`src/rtl/cam_pkg.sv`:
```
// cam_pkg: shared state encoding and width helpers for the cam lookup-or-insert front end
package cam_pkg;
  localparam int DEF_WIDTH_LOG2 = 5;
  typedef enum logic [2:0] {IDLE, SEARCH, RESOLVE, INSERT, RESP} cam_li_state_t;
  function automatic int iw_of(input int width_log2);
    return width_log2;
  endfunction
  function automatic int dw_of(input int width_log2);
    return 1 << width_log2;
  endfunction
endpackage

```
`src/rtl/cam_alloc.sv`:
```
// cam_alloc: next-free-slot pointer with saturating occupancy count (ptr_o, count_o, full_o)
module cam_alloc #(
  parameter int IW = 5
) (
  input  logic          clk,
  input  logic          reset_i,
  input  logic          alloc_i,
  output logic [IW-1:0] ptr_o,
  output logic [IW:0]   count_o,
  output logic          full_o
);
  logic [IW-1:0] r_ptr;
  logic [IW:0]   r_count;
  always_ff @(posedge clk) begin
    if (reset_i) begin
      r_ptr   <= '0;
      r_count <= '0;
    end else if (alloc_i && !full_o) begin
      r_ptr   <= r_ptr + 1'b1;
      r_count <= r_count + 1'b1;
    end
  end
  assign ptr_o   = r_ptr;
  assign count_o = r_count;
  assign full_o  = r_count[IW];
endmodule

```
`src/rtl/cam_lookup_insert.sv`:
```
// cam_lookup_insert: lookup-or-insert front end driving cam; req/resp valid-ready ports, cam search/write ports, count_o occupancy
module cam_lookup_insert
  import cam_pkg::*;
#(
  parameter int ARRAY_WIDTH_LOG2 = DEF_WIDTH_LOG2,
  parameter int ARRAY_SIZE_LOG2  = DEF_WIDTH_LOG2,
  localparam int IW = iw_of(ARRAY_WIDTH_LOG2),
  localparam int DW = dw_of(ARRAY_WIDTH_LOG2)
) (
  input  logic          clk,
  input  logic          reset_i,
  input  logic          req_valid_i,
  output logic          req_ready_o,
  input  logic [DW-1:0] req_key_i,
  output logic          resp_valid_o,
  input  logic          resp_ready_i,
  output logic [IW-1:0] resp_index_o,
  output logic          resp_hit_o,
  output logic          resp_full_o,
  output logic [IW:0]   count_o,
  output logic          cam_search_o,
  output logic [DW-1:0] cam_search_data_o,
  output logic          cam_write_o,
  output logic [IW-1:0] cam_write_index_o,
  output logic [DW-1:0] cam_write_data_o,
  input  logic          cam_search_valid_i,
  input  logic [IW-1:0] cam_search_index_i
);
  if (ARRAY_SIZE_LOG2 != ARRAY_WIDTH_LOG2) begin : g_bad_size
    $error("ARRAY_SIZE_LOG2 must equal ARRAY_WIDTH_LOG2");
  end
  cam_li_state_t r_state;
  logic [DW-1:0] r_key;
  logic [IW-1:0] r_index;
  logic          r_hit;
  logic          r_full;
  logic [IW-1:0] w_ptr;
  logic          w_full;
  cam_alloc #(.IW(IW)) u_alloc (
    .clk     (clk),
    .reset_i (reset_i),
    .alloc_i (cam_write_o),
    .ptr_o   (w_ptr),
    .count_o (count_o),
    .full_o  (w_full)
  );
  always_ff @(posedge clk) begin
    if (reset_i) begin
      r_state <= IDLE;
      r_key   <= '0;
      r_index <= '0;
      r_hit   <= 1'b0;
      r_full  <= 1'b0;
    end else begin
      case (r_state)
        IDLE: if (req_valid_i) begin
          r_key   <= req_key_i;
          r_state <= SEARCH;
        end
        SEARCH: r_state <= RESOLVE;
        RESOLVE: begin
          r_index <= cam_search_valid_i ? cam_search_index_i : '0;
          r_hit   <= cam_search_valid_i;
          r_full  <= !cam_search_valid_i && w_full;
          r_state <= (cam_search_valid_i || w_full) ? RESP : INSERT;
        end
        INSERT: begin
          r_index <= w_ptr;
          r_hit   <= 1'b0;
          r_full  <= 1'b0;
          r_state <= RESP;
        end
        RESP: if (resp_ready_i) r_state <= IDLE;
        default: r_state <= IDLE;
      endcase
    end
  end
  assign req_ready_o       = (r_state == IDLE) && !reset_i;
  assign resp_valid_o      = (r_state == RESP);
  assign resp_index_o      = r_index;
  assign resp_hit_o        = r_hit;
  assign resp_full_o       = r_full;
  assign cam_search_o      = (r_state == SEARCH) && !reset_i;
  assign cam_write_o       = (r_state == INSERT) && !reset_i;
  assign cam_search_data_o = r_key;
  assign cam_write_data_o  = r_key;
  assign cam_write_index_o = w_ptr;
endmodule

```
`config.mk`:
```
export PLATFORM = sky130hd
export DESIGN_NAME = cam_lookup_insert
export DESIGN_NICKNAME = d
export VERILOG_FILES = /design/src/rtl/cam_pkg.sv /design/src/rtl/cam_alloc.sv /design/src/rtl/cam_lookup_insert.sv
export SDC_FILE = /design/constraint.sdc
export NUM_CORES = 1
export LEC_CHECK = 0
export CORE_MARGIN = 2
export CORE_UTILIZATION = 40
export CTS_BUF_LIST = sky130_fd_sc_hd__clkbuf_2
export DETAILED_ROUTE_END_ITERATION = 12
export PLACE_DENSITY = 0.82
export SLEW_MARGIN = 20
export SYNTH_ARGS = -nofsm -noshare
export SYNTH_HDL_FRONTEND = slang
export SYNTH_SLANG_ARGS = --single-unit
```
`constraint.sdc`:
```
create_clock -name clk -period 1.7 [get_ports clk]
set_input_delay 0.34 -clock clk [delete_from_list [all_inputs] [get_ports clk]]
set_output_delay 0.34 -clock clk [all_outputs]
set_load 0.01 [all_outputs]
```
==> flow_metrics.tcl <==
set metrics [dict create \
    avgRoutedWirePerCell_um 14.3 \
    cts_root_buf "clkbuf_2" \
    finalCritPeriodShare_pct 97.5 \
    fin_ws_ns 0.0428 \
    place_inst 448 \
    fin_nets 467 \
    fin_skew_ns 0.0143 \
    io_buffers 127 \
    num-fill-cells 469 \
    drtAntennaViolNets 0 \
    clk_pin_slew_ns 0.25 \
    vias 2441 \
    gr-usage-all-layers_pct 20.8 \
    critPathTopFamily "flip-flops" \
    cap_violations 0 \
    first_global_vias 2237 \
    cts_tree "done" \
    h-tree-depth 2 \
    crit_chain "buf_6 > nand4bb_4 > inv_2 > buf_6" \
    regArea_sq_um 1140 \
    slowest_delay_ns 0.43 \
    drt_iter0_drc 62 \
    yosys.area_share.simple_pct 22.4 \
    maxSlewHeadroom_pct 75.4 \
    yosysWarnings 0 \
    crit_path_end_kind "output port" \
    clock-sinks 53 \
    start_kind "flop" \
    synth_seq_area_share_pct 44.3 \
    post-route-drc-count 0 \
    crit_cells 4 \
    final_cells 499 \
    min_path_type "primary input to flop" \
    synth_flop_cell "dfxtp_1" \
    period_needed_ns 1.66 \
    status "finished, final reports clean" \
    criticalPathCategory "flop to output port" \
    max-vdd-ir-drop_mv 0.360 \
    slew_violations 0 \
    initial_core_util_pct 41.0 \
    multi_input_area_sq_um 982 \
    drtPass1Iterations 6 \
    fmax_ghz 0.603 \
    muxShareOfSynthArea_pct 1.41 \
    setup_violations 0 \
    grt_max_degree 33 \
    hold_path_depth 3 \
    core_sq_um 5850 \
    clock_path_buffers 2 \
    fin_area_sq_um 3990 \
    hold_viol 0 \
    dp_hpwl_mm 4.65 \
    die-area_sq_um 6630 \
    holdBufCountCts 0 \
    synth_top_family_by_area "simple AND/OR/NAND/NOR gates" \
    crit_top_cell "buf_6" \
    netlist_area_sq_um 2400 \
    synth_xor_area_share_pct 0.366 \
    area_growth_pct 66.5 \
    postPlaceCellArea_sq_um 3550 \
    wl_mm 7.16 \
    via_per_inst 4.89 \
    drive_gt1_share_pct 34.7 \
    place.gp.congestion 0.777 \
    antenna_found_initial 0 \
    synth_compound_area_share_pct 14.7 \
    worst_pin_slew_ns 0.364 \
    netlist_instances 281 \
    grt_first_pass_wirelength_mm 10.8 \
    timing.hold.ws_ns 0.311 \
    required_ns 1.36 \
    finalPower_mw 2.55 \
    place_ws_ns -0.124 \
    dieWidth_um 81.4 \
    power_per_cell_area_nw_per_um2 638 \
    synth.distinct_cells 37 \
    synth-edff-count 0 \
    fp.dieH_um 81.4 \
    worstSkewPairLatency_ns 0.41 \
    ys_ff_latch 53 \
    cp.arrival_ns 1.32 \
    n_antenna_cell 0 \
    cp_num_buf_inv 3 \
    reg2reg_depth 6 \
    async_flop_share_pct 0 \
    leakage_nw 2.18 \
    synth_fa_ha_area_share_pct 1.04 \
    synth_nets 325 \
    placementRows 28 \
    rsz0062_at_grt "true" \
    synth.avg_cell_area_sq_um 8.53 \
    worst_path_max_delay_cell "dfxtp_4" \
    crit_fanout 6 \
    numCtsBuffers 5 \
    ioPinCount 128 \
    grt_overflow 0 \
]
==> cell usage in the layout, fill, tap and decap left out, types with 2 or more instances in the layout <==
cell type,n
buf_6,3
nor2b_1,4
dfxtp_4,6
nand2b_1,3
nor4_2,2
o31ai_1,3
nand2_1,60
inv_1,5
clkdlybuf4s50_1,40
nand3_1,6
a31oi_1,2
o21ai_0,5
o311ai_0,2
or4_1,3
ha_1,2
dlymetal6s2s_1,21
nand4b_1,2
nor2_1,5
or3_1,2
mux2_2,3
dlygate4sd2_1,60
a221oi_1,3
buf_4,56
nand2_2,10
dfxtp_2,47
clkbuf_2,6
o41ai_1,3
a21oi_1,39
buf_2,4
clkinv_2,2
==> state kept, by name, indices dropped and copies added (netlist names) <==
register           flops
cam_search_data_o     32
r_state                3
resp_full_o            1
resp_hit_o             1
resp_index_o           5
u_alloc.count_o        6
u_alloc.ptr_o          5
==> Yosys cell counts, types with 4 or more instances <==
cell	number	area [sq um]
inv_1	6	22.5
a21oi_1	39	195
nand2_2	10	62.6
buf_4	33	248
o21ai_0	5	25.0
nand3_1	6	30.0
dfxtp_1	53	1060
buf_2	6	30.0
buf_6	4	45.0
clkbuf_1	8	30.0
nand2_1	60	225
nor2b_1	4	25.0
nor2_1	5	18.8
==> kinds of logic (layout without fill, tap and decap cells) <==
family / after synthesis / count (layout)
buffers and inverters: 58 / 201
AOI/OAI and AO/OA: 60 / 60
DFF: 53 / 53
xor gates and xnor gates: 1 / 1
and+or+nand+nor: 104 / 104
muxes: 3 / 3
adders and majority gates: 2 / 2
==> worst min-delay path, cell delays in order <==
cell	delay, ns
buf_2	0.17
buf_4	0.17
a21oi_1	0.04
==> power breakdown <==
group	switching [mW]	leakage (nW)	total (mW)	internal [mW]
Combinational	0.315	1.69	0.698	0.384
Sequential	0.0468	0.457	1.37	1.32
Clock	0.377	0.0327	0.480	0.104
Total	0.738	2.18	2.55	1.81
==> layout make-up <==
cell class / count / area share (%)
timing repair buffer: 187 / 42.8
sequential: 53 / 28.6
multi-input combinational: 170 / 24.6
tap: 75 / 2.35
clock buffer: 6 / 0.753
inverter: 6 / 0.565
clock inverter: 2 / 0.251
==> per-layer routing <==
metal  part of all wire [%]  GRT usage, %
met4                   0.59          4.07
met1                     40          24.0
met5                      0             0
met3                    7.6          4.33
met2                     52          39.4
==> path summary, 6_finish.rpt <==
kind,startpoint,to,slack [ns]
min reg2reg,resp_hit_o$_SDFFE_PP0P_,resp_hit_o$_SDFFE_PP0P_,0.47
max reg2reg,r_state[1]$_SDFFE_PP0P_,cam_search_data_o[18]$_SDFFE_PP0P_,0.05
max,r_state[2]$_SDFFE_PP0P_,cam_write_o,0.04
min,reset_i,u_alloc.count_o[5]$_SDFFE_PP0P_,0.31
==> per-stage QoR <==
step	setup TNS, ns	util (%)
5_1_grt	-0.115	68.2
3_3_place_gp	-1.95	60.7
3_5_place_dp	-3.17	60.7
4_1_cts	-0.00810	66.6
6_report	0	68.2
2_1_floorplan	0	-
==> timing repair <==
item | 4_1_cts | 5_1_grt
pin swaps | 0 | 1
endpoints found under the hold margin | 0 | 0
resized for setup | 142 | 27
endpoints found under the setup margin | 85 | 28
setup buffers | 38 | 5
Note: power is estimated with default switching activity, not from simulation.
